--- src/rtl/sram_arbiter.sv ---
// sram_arbiter
//   Shares one single-port synchronous SRAM (1-cycle registered read) between
//   video scan-out (read-only), CPU (read/write) and DMA (read/write).
//   At most one access is issued per clock.
//   Arbitration order: a starving CPU/DMA first, then video, then CPU/DMA
//   round-robin. Read data returns 3 cycles after the grant, in grant order,
//   on the shared rdata bus qualified by one *_rvalid strobe.
//
// Ports
//   clk, reset                      clock, asynchronous active-high reset
//   vid_req/vid_addr -> vid_gnt     video read request, combinational grant
//   cpu_req/addr/we/wdata -> cpu_gnt   CPU request, combinational grant
//   dma_req/addr/we/wdata -> dma_gnt   DMA request, combinational grant
//   vid/cpu/dma_rvalid, rdata       registered read return
//   sram_addr, sram_data_in, sram_write_enable   registered SRAM controls
//   sram_data_out                   SRAM read data (one cycle after address)
//
// Optional feature: define SRAM_ARB_STATS_EN to add stat_clear and the
//   saturating counters stat_vid_grants, stat_cpu_grants, stat_dma_grants
//   and stat_conflicts (STAT_WIDTH bits each).
module sram_arbiter #(
    parameter int ADDR_WIDTH = 16,
    parameter int DATA_WIDTH = 8,
    parameter int MAX_WAIT   = 8,
    parameter int STAT_WIDTH = 16
) (
    input  logic                  clk,
    input  logic                  reset,
    input  logic                  vid_req,
    input  logic [ADDR_WIDTH-1:0] vid_addr,
    output logic                  vid_gnt,
    output logic                  vid_rvalid,
    input  logic                  cpu_req,
    input  logic [ADDR_WIDTH-1:0] cpu_addr,
    input  logic                  cpu_we,
    input  logic [DATA_WIDTH-1:0] cpu_wdata,
    output logic                  cpu_gnt,
    output logic                  cpu_rvalid,
    input  logic                  dma_req,
    input  logic [ADDR_WIDTH-1:0] dma_addr,
    input  logic                  dma_we,
    input  logic [DATA_WIDTH-1:0] dma_wdata,
    output logic                  dma_gnt,
    output logic                  dma_rvalid,
    output logic [DATA_WIDTH-1:0] rdata,
    output logic [ADDR_WIDTH-1:0] sram_addr,
    output logic [DATA_WIDTH-1:0] sram_data_in,
    output logic                  sram_write_enable,
    input  logic [DATA_WIDTH-1:0] sram_data_out
`ifdef SRAM_ARB_STATS_EN
    ,
    input  logic                  stat_clear,
    output logic [STAT_WIDTH-1:0] stat_vid_grants,
    output logic [STAT_WIDTH-1:0] stat_cpu_grants,
    output logic [STAT_WIDTH-1:0] stat_dma_grants,
    output logic [STAT_WIDTH-1:0] stat_conflicts
`endif
);

    typedef enum logic [1:0] {
        SRC_VID = 2'd0,
        SRC_CPU = 2'd1,
        SRC_DMA = 2'd2
    } src_e;

    localparam logic [7:0] WAIT_MAX = 8'(MAX_WAIT);

    // Reject out-of-range configurations at elaboration time.
    if (MAX_WAIT < 1 || MAX_WAIT > 255 || STAT_WIDTH < 1) begin : g_param_check
        $error("sram_arbiter: MAX_WAIT must be 1..255 and STAT_WIDTH >= 1");
    end

    logic [7:0] cpu_wait_reg, dma_wait_reg;
    logic       rr_last_dma_reg;    // 1: DMA was the last CPU/DMA grant

    // In-flight tags: stage 1 during the SRAM access cycle, stage 2 while
    // sram_data_out is valid. The rvalid registers form the third slot.
    logic       t1_valid_reg, t1_read_reg, t2_valid_reg, t2_read_reg;
    src_e       t1_src_reg, t2_src_reg;

    logic                  cpu_starve, dma_starve, any_gnt;
    src_e                  gnt_src;
    logic [ADDR_WIDTH-1:0] gnt_addr;
    logic                  gnt_we;
    logic [DATA_WIDTH-1:0] gnt_wdata;

    assign cpu_starve = cpu_req && (cpu_wait_reg == WAIT_MAX);
    assign dma_starve = dma_req && (dma_wait_reg == WAIT_MAX);

    // Grant decision. Forced low during reset so nothing is accepted while
    // the pipeline is being cleared.
    always_comb begin
        vid_gnt = 1'b0;
        cpu_gnt = 1'b0;
        dma_gnt = 1'b0;
        if (!reset) begin
            if (cpu_starve && dma_starve) begin
                if (rr_last_dma_reg) cpu_gnt = 1'b1;
                else                 dma_gnt = 1'b1;
            end else if (cpu_starve) begin
                cpu_gnt = 1'b1;
            end else if (dma_starve) begin
                dma_gnt = 1'b1;
            end else if (vid_req) begin
                vid_gnt = 1'b1;
            end else if (cpu_req && dma_req) begin
                if (rr_last_dma_reg) cpu_gnt = 1'b1;
                else                 dma_gnt = 1'b1;
            end else if (cpu_req) begin
                cpu_gnt = 1'b1;
            end else if (dma_req) begin
                dma_gnt = 1'b1;
            end
        end
    end

    assign any_gnt = vid_gnt | cpu_gnt | dma_gnt;

    // Select the winning request's address/data for the SRAM registers.
    always_comb begin
        gnt_src   = SRC_VID;
        gnt_addr  = vid_addr;
        gnt_we    = 1'b0;
        gnt_wdata = '0;
        if (cpu_gnt) begin
            gnt_src   = SRC_CPU;
            gnt_addr  = cpu_addr;
            gnt_we    = cpu_we;
            gnt_wdata = cpu_wdata;
        end else if (dma_gnt) begin
            gnt_src   = SRC_DMA;
            gnt_addr  = dma_addr;
            gnt_we    = dma_we;
            gnt_wdata = dma_wdata;
        end
    end

    // Counter counts cycles spent waiting; a dropped request forgets its wait.
    function automatic logic [7:0] wait_next(input logic req, input logic gnt,
                                             input logic [7:0] cur);
        if (req && !gnt) return (cur == WAIT_MAX) ? cur : cur + 8'd1;
        return 8'd0;
    endfunction

    always_ff @(posedge clk or posedge reset) begin
        if (reset) begin
            cpu_wait_reg      <= '0;
            dma_wait_reg      <= '0;
            rr_last_dma_reg   <= 1'b1;
            sram_addr         <= '0;
            sram_data_in      <= '0;
            sram_write_enable <= 1'b0;
            t1_valid_reg      <= 1'b0;
            t1_read_reg       <= 1'b0;
            t1_src_reg        <= SRC_VID;
            t2_valid_reg      <= 1'b0;
            t2_read_reg       <= 1'b0;
            t2_src_reg        <= SRC_VID;
            vid_rvalid        <= 1'b0;
            cpu_rvalid        <= 1'b0;
            dma_rvalid        <= 1'b0;
            rdata             <= '0;
        end else begin
            cpu_wait_reg <= wait_next(cpu_req, cpu_gnt, cpu_wait_reg);
            dma_wait_reg <= wait_next(dma_req, dma_gnt, dma_wait_reg);
            if (cpu_gnt)      rr_last_dma_reg <= 1'b0;
            else if (dma_gnt) rr_last_dma_reg <= 1'b1;

            // Address/data hold their last value on idle cycles.
            if (any_gnt) begin
                sram_addr    <= gnt_addr;
                sram_data_in <= gnt_wdata;
            end
            sram_write_enable <= any_gnt & gnt_we;

            t1_valid_reg <= any_gnt;
            t1_read_reg  <= ~gnt_we;
            t1_src_reg   <= gnt_src;
            t2_valid_reg <= t1_valid_reg;
            t2_read_reg  <= t1_read_reg;
            t2_src_reg   <= t1_src_reg;

            vid_rvalid <= t2_valid_reg && t2_read_reg && (t2_src_reg == SRC_VID);
            cpu_rvalid <= t2_valid_reg && t2_read_reg && (t2_src_reg == SRC_CPU);
            dma_rvalid <= t2_valid_reg && t2_read_reg && (t2_src_reg == SRC_DMA);
            if (t2_valid_reg && t2_read_reg) rdata <= sram_data_out;
        end
    end

`ifdef SRAM_ARB_STATS_EN
    logic conflict;
    assign conflict = (vid_req & cpu_req) | (vid_req & dma_req) | (cpu_req & dma_req);

    // Saturating event counters; a clear cycle discards its own events.
    always_ff @(posedge clk or posedge reset) begin
        if (reset) begin
            stat_vid_grants <= '0;
            stat_cpu_grants <= '0;
            stat_dma_grants <= '0;
            stat_conflicts  <= '0;
        end else if (stat_clear) begin
            stat_vid_grants <= '0;
            stat_cpu_grants <= '0;
            stat_dma_grants <= '0;
            stat_conflicts  <= '0;
        end else begin
            if (vid_gnt && stat_vid_grants != '1) stat_vid_grants <= stat_vid_grants + 1'b1;
            if (cpu_gnt && stat_cpu_grants != '1) stat_cpu_grants <= stat_cpu_grants + 1'b1;
            if (dma_gnt && stat_dma_grants != '1) stat_dma_grants <= stat_dma_grants + 1'b1;
            if (conflict && stat_conflicts != '1) stat_conflicts  <= stat_conflicts + 1'b1;
        end
    end
`endif

endmodule
--- config.mk ---
export PLATFORM = sky130hd
export DESIGN_NAME = sram_arbiter
export DESIGN_NICKNAME = d
export VERILOG_FILES = /design/src/rtl/sram_arbiter.sv
export SDC_FILE = /design/constraint.sdc
export NUM_CORES = 1
export LEC_CHECK = 0
export ABC_AREA = 1
export CAP_MARGIN = 20
export CORE_MARGIN = 1
export CORE_UTILIZATION = 44
export DETAILED_ROUTE_END_ITERATION = 8
export GPL_ROUTABILITY_DRIVEN = 0
export GPL_TIMING_DRIVEN = 0
export PLACE_DENSITY = 0.9
export SYNTH_ARGS = -nofsm -noshare
export SYNTH_HDL_FRONTEND = slang
export SYNTH_SLANG_ARGS = --single-unit
--- constraint.sdc ---
create_clock -name clk -period 5.13 [get_ports clk]
set_input_delay 1.539 -clock clk [delete_from_list [all_inputs] [get_ports clk]]
set_output_delay 1.539 -clock clk [all_outputs]
set_load 0.03 [all_outputs]
==> results.yml <==
outcome:
  status: "complete, but fails checks"
  violations: "design-rule violations"
layout:
  syn_to_final_growth_pct: 47.8
  diodes: 0
  final_nets: 560
  drive_gt1_frac: 0.114
  top_register: "sram_addr"
  fin_area_um2: 4470
  largest_reg_flops: 16
  fillers: 494
  utilization: 0.689
routing:
  drtIter0Drc: 176
  vias_per_cell: 5.36
  drt_pass1_iterations: 8
  postRouteAntennaNets: 0
  drt-wirelength-per-cell_um: 15.0
  routed_wirelength_um: 8410
  vias: 2996
  remaining_drc_errors: 8
global_route:
  grt_pass1_wl_um: 13600
  busiest_layer: "met2"
  grtUsageTotal: 0.242
  grt_pass1_vias: 2989
  grt_max_degree: 71
  gr-usage-met2: 0.431
  use_met1: 0.286
  antenna_found_initial: 0
  use_met3: 0.0340
  overflow: 0
worst_setup_path:
  cp_data_required_time_ns: 3.59
  r2r-end: "sram_addr[15]"
  worstSetupEndpoint: "vid_gnt"
  cp.arrival_ns: 3.45
  reg2reg_depth: 12
  path_class: "in -> out"
  r2r_start: "dma_wait_reg[0]"
  cp-end-kind: "primary output"
  rrSetupSlack_ns: 2.87
  start_kind: "primary input"
  timing.critical_path.from: "cpu_req"
  worstPathMaxFanout: 10
clock_tree:
  clock_sink_count: 61
  cts-buffers-inserted: 9
  hold_buffers: 0
  cts_root_buf: "clkbuf_8"
  clock_path_buffers: 2
  clock_latency_ns: 0.33
  cts_tree: "done"
  htreeDepth: 3
  clk_pin_slew_ns: 0.07
yosys:
  synth.distinct_cells: 27
  synth_warnings: 0
  syn_avg_cell_area_um2: 8.67
  synth_common_cells: "nand2_1, nand3_1, dfrtp_1"
  synthTopCellsByArea: "dfrtp_1, nand3_1, nand2_1"
  syn_nets: 432
  synthCells: 349
  syn_area_um2: 3030
  yosysTopAreaCell: "dfrtp_1"
  synthFlopType: "dfrtp_1"
  ys_ff_latch: 61
  yosysMostFrequentCell: "nand2_1"
  async_flop_share: 1.00
  synth-seq-area-share: 0.505
  synth-edff-count: 0
  synth_top_area_frac: 0.496
power_and_ir_drop:
  post-layout-total-power_w: 0.00137
  ir_drop_mv: 0.165
  power.density_nw_per_um2: 306
  p_leak_nw: 2.03
floorplan:
  pin_count: 118
  fp.dieH_um: 84.9
  die_area_um2: 7210
  fp.dieW_um: 84.9
  start_util: 0.466
  core_area_um2: 6490
  fp-row-count: 29
min_path:
  hold_depth: 0
  hold_path_class: "reg -> reg"
timing:
  worst_pin_slew_ns: 0.891
  holdWs_ns: 0.353
  fmax_mhz: 201
  relSlewSlack: 0.406
  hold_viol_final: 0
  skew_ns: 0.00889
  grt_setup_unrepaired: "no"
  final-setup-viol-count: 0
  finalCriticalPeriod_ns: 4.98
  min_period_over_period: 0.972
  drv_slew: 0
  fin_setup_tns_ns: 0
placed_design:
  placed_area_um2: 4300
  numPortBuffers: 117
  hpwl_um: 6240
run:
  cap_viol_max_count: 0
[how the worst min path moves through the flow]
stage | startpoint | endpoint
3_5_place_dp | t1_read_reg | t2_read_reg
2_1_floorplan | t1_read_reg | t2_read_reg
6_report | t1_src_reg[0] | t2_src_reg[0]
3_3_place_gp | t1_src_reg[1] | t2_src_reg[1]
5_1_grt | t1_read_reg | t2_read_reg
4_1_cts | t1_read_reg | t2_read_reg
[critical path, stage by stage]
cell and delay [ns]:
clkdlybuf4s50_1 0.49, nand2_1 0.20, nand3_2 0.20, clkbuf_2 0.27
inv_1 0.08, clkdlybuf4s50_1 0.66
[cell type report]
class	instances	area (um2)	share of cell area
plain buffers	15	106	0.0238
multi-input cells	242	1290	0.288
flip-flops and latches	61	1530	0.342
clock buffers	9	124	0.0277
repair buffers	117	1160	0.260
well taps	77	96.3	0.0215
clock inverters	7	51.3	0.0115
inverters	31	116	0.0260
[what timing repair did]
| action | 4_1_cts | 5_1_grt |
|---|---|---|
| gates resized for setup | 3 | 3 |
| pin swaps | 0 | 0 |
| buffers inserted | 0 | 0 |
| endpoints found under the setup margin | 3 | 2 |
| cloned | 0 | 0 |
[cells in the final DEF, fill, tap and decap left out, types with 2 or more instances in the layout]
cell type / n
o211ai_1: 5
clkinv_4: 2
inv_1: 26
nand3_2: 6
xnor2_1: 3
buf_2: 3
a21oi_1: 11
clkdlybuf4s50_1: 115
clkinv_2: 2
nor3_1: 7
inv_2: 5
nand2_2: 4
o21ai_1: 2
ha_1: 4
buf_6: 4
clkbuf_8: 9
nor2_1: 23
clkbuf_2: 2
o21ai_0: 5
mux2_2: 8
clkinvlp_4: 2
xor2_1: 5
nand3_1: 64
nand2_1: 74
clkbuf_1: 5
nand4_1: 17
dfrtp_1: 60
[logic make-up after synthesis]
logic type	after synthesis	share of synthesized area
muxes	8	0.0298
and+or+nand+nor	198	0.309
AOI/OAI and AO/OA	24	0.0451
DFF	61	0.505
xor gates and xnor gates	8	0.0232
buffers and inverters	46	0.0719
adders and majority gates	4	0.0165
[per-layer routing]
metal,share of wire,vias to the layer above
met4,0.027,0
met2,0.52,122
met3,0.066,18
met1,0.38,1435
met5,0,-
li1,-,1421
[power breakdown]
part	leakage [nW]	internal (W)	switching, W
Clock	0.0856	0.000176	0.000195
Sequential	0.773	0.000542	0.0000354
Combinational	1.17	0.000191	0.000228
Total	2.03	0.000909	0.000459
[per-stage QoR]
| step | instances | worst slack (ns) |
|---|---|---|
| after floorplan | 349 | 0.740 |
| after global placement | 543 | -0.718 |
| after detailed placement | 543 | -0.220 |
| after CTS | 559 | 0.0479 |
| after global routing | 559 | 0.0374 |
| final | 559 | 0.146 |
No activity file was read; power rests on OpenSTA's default activity.
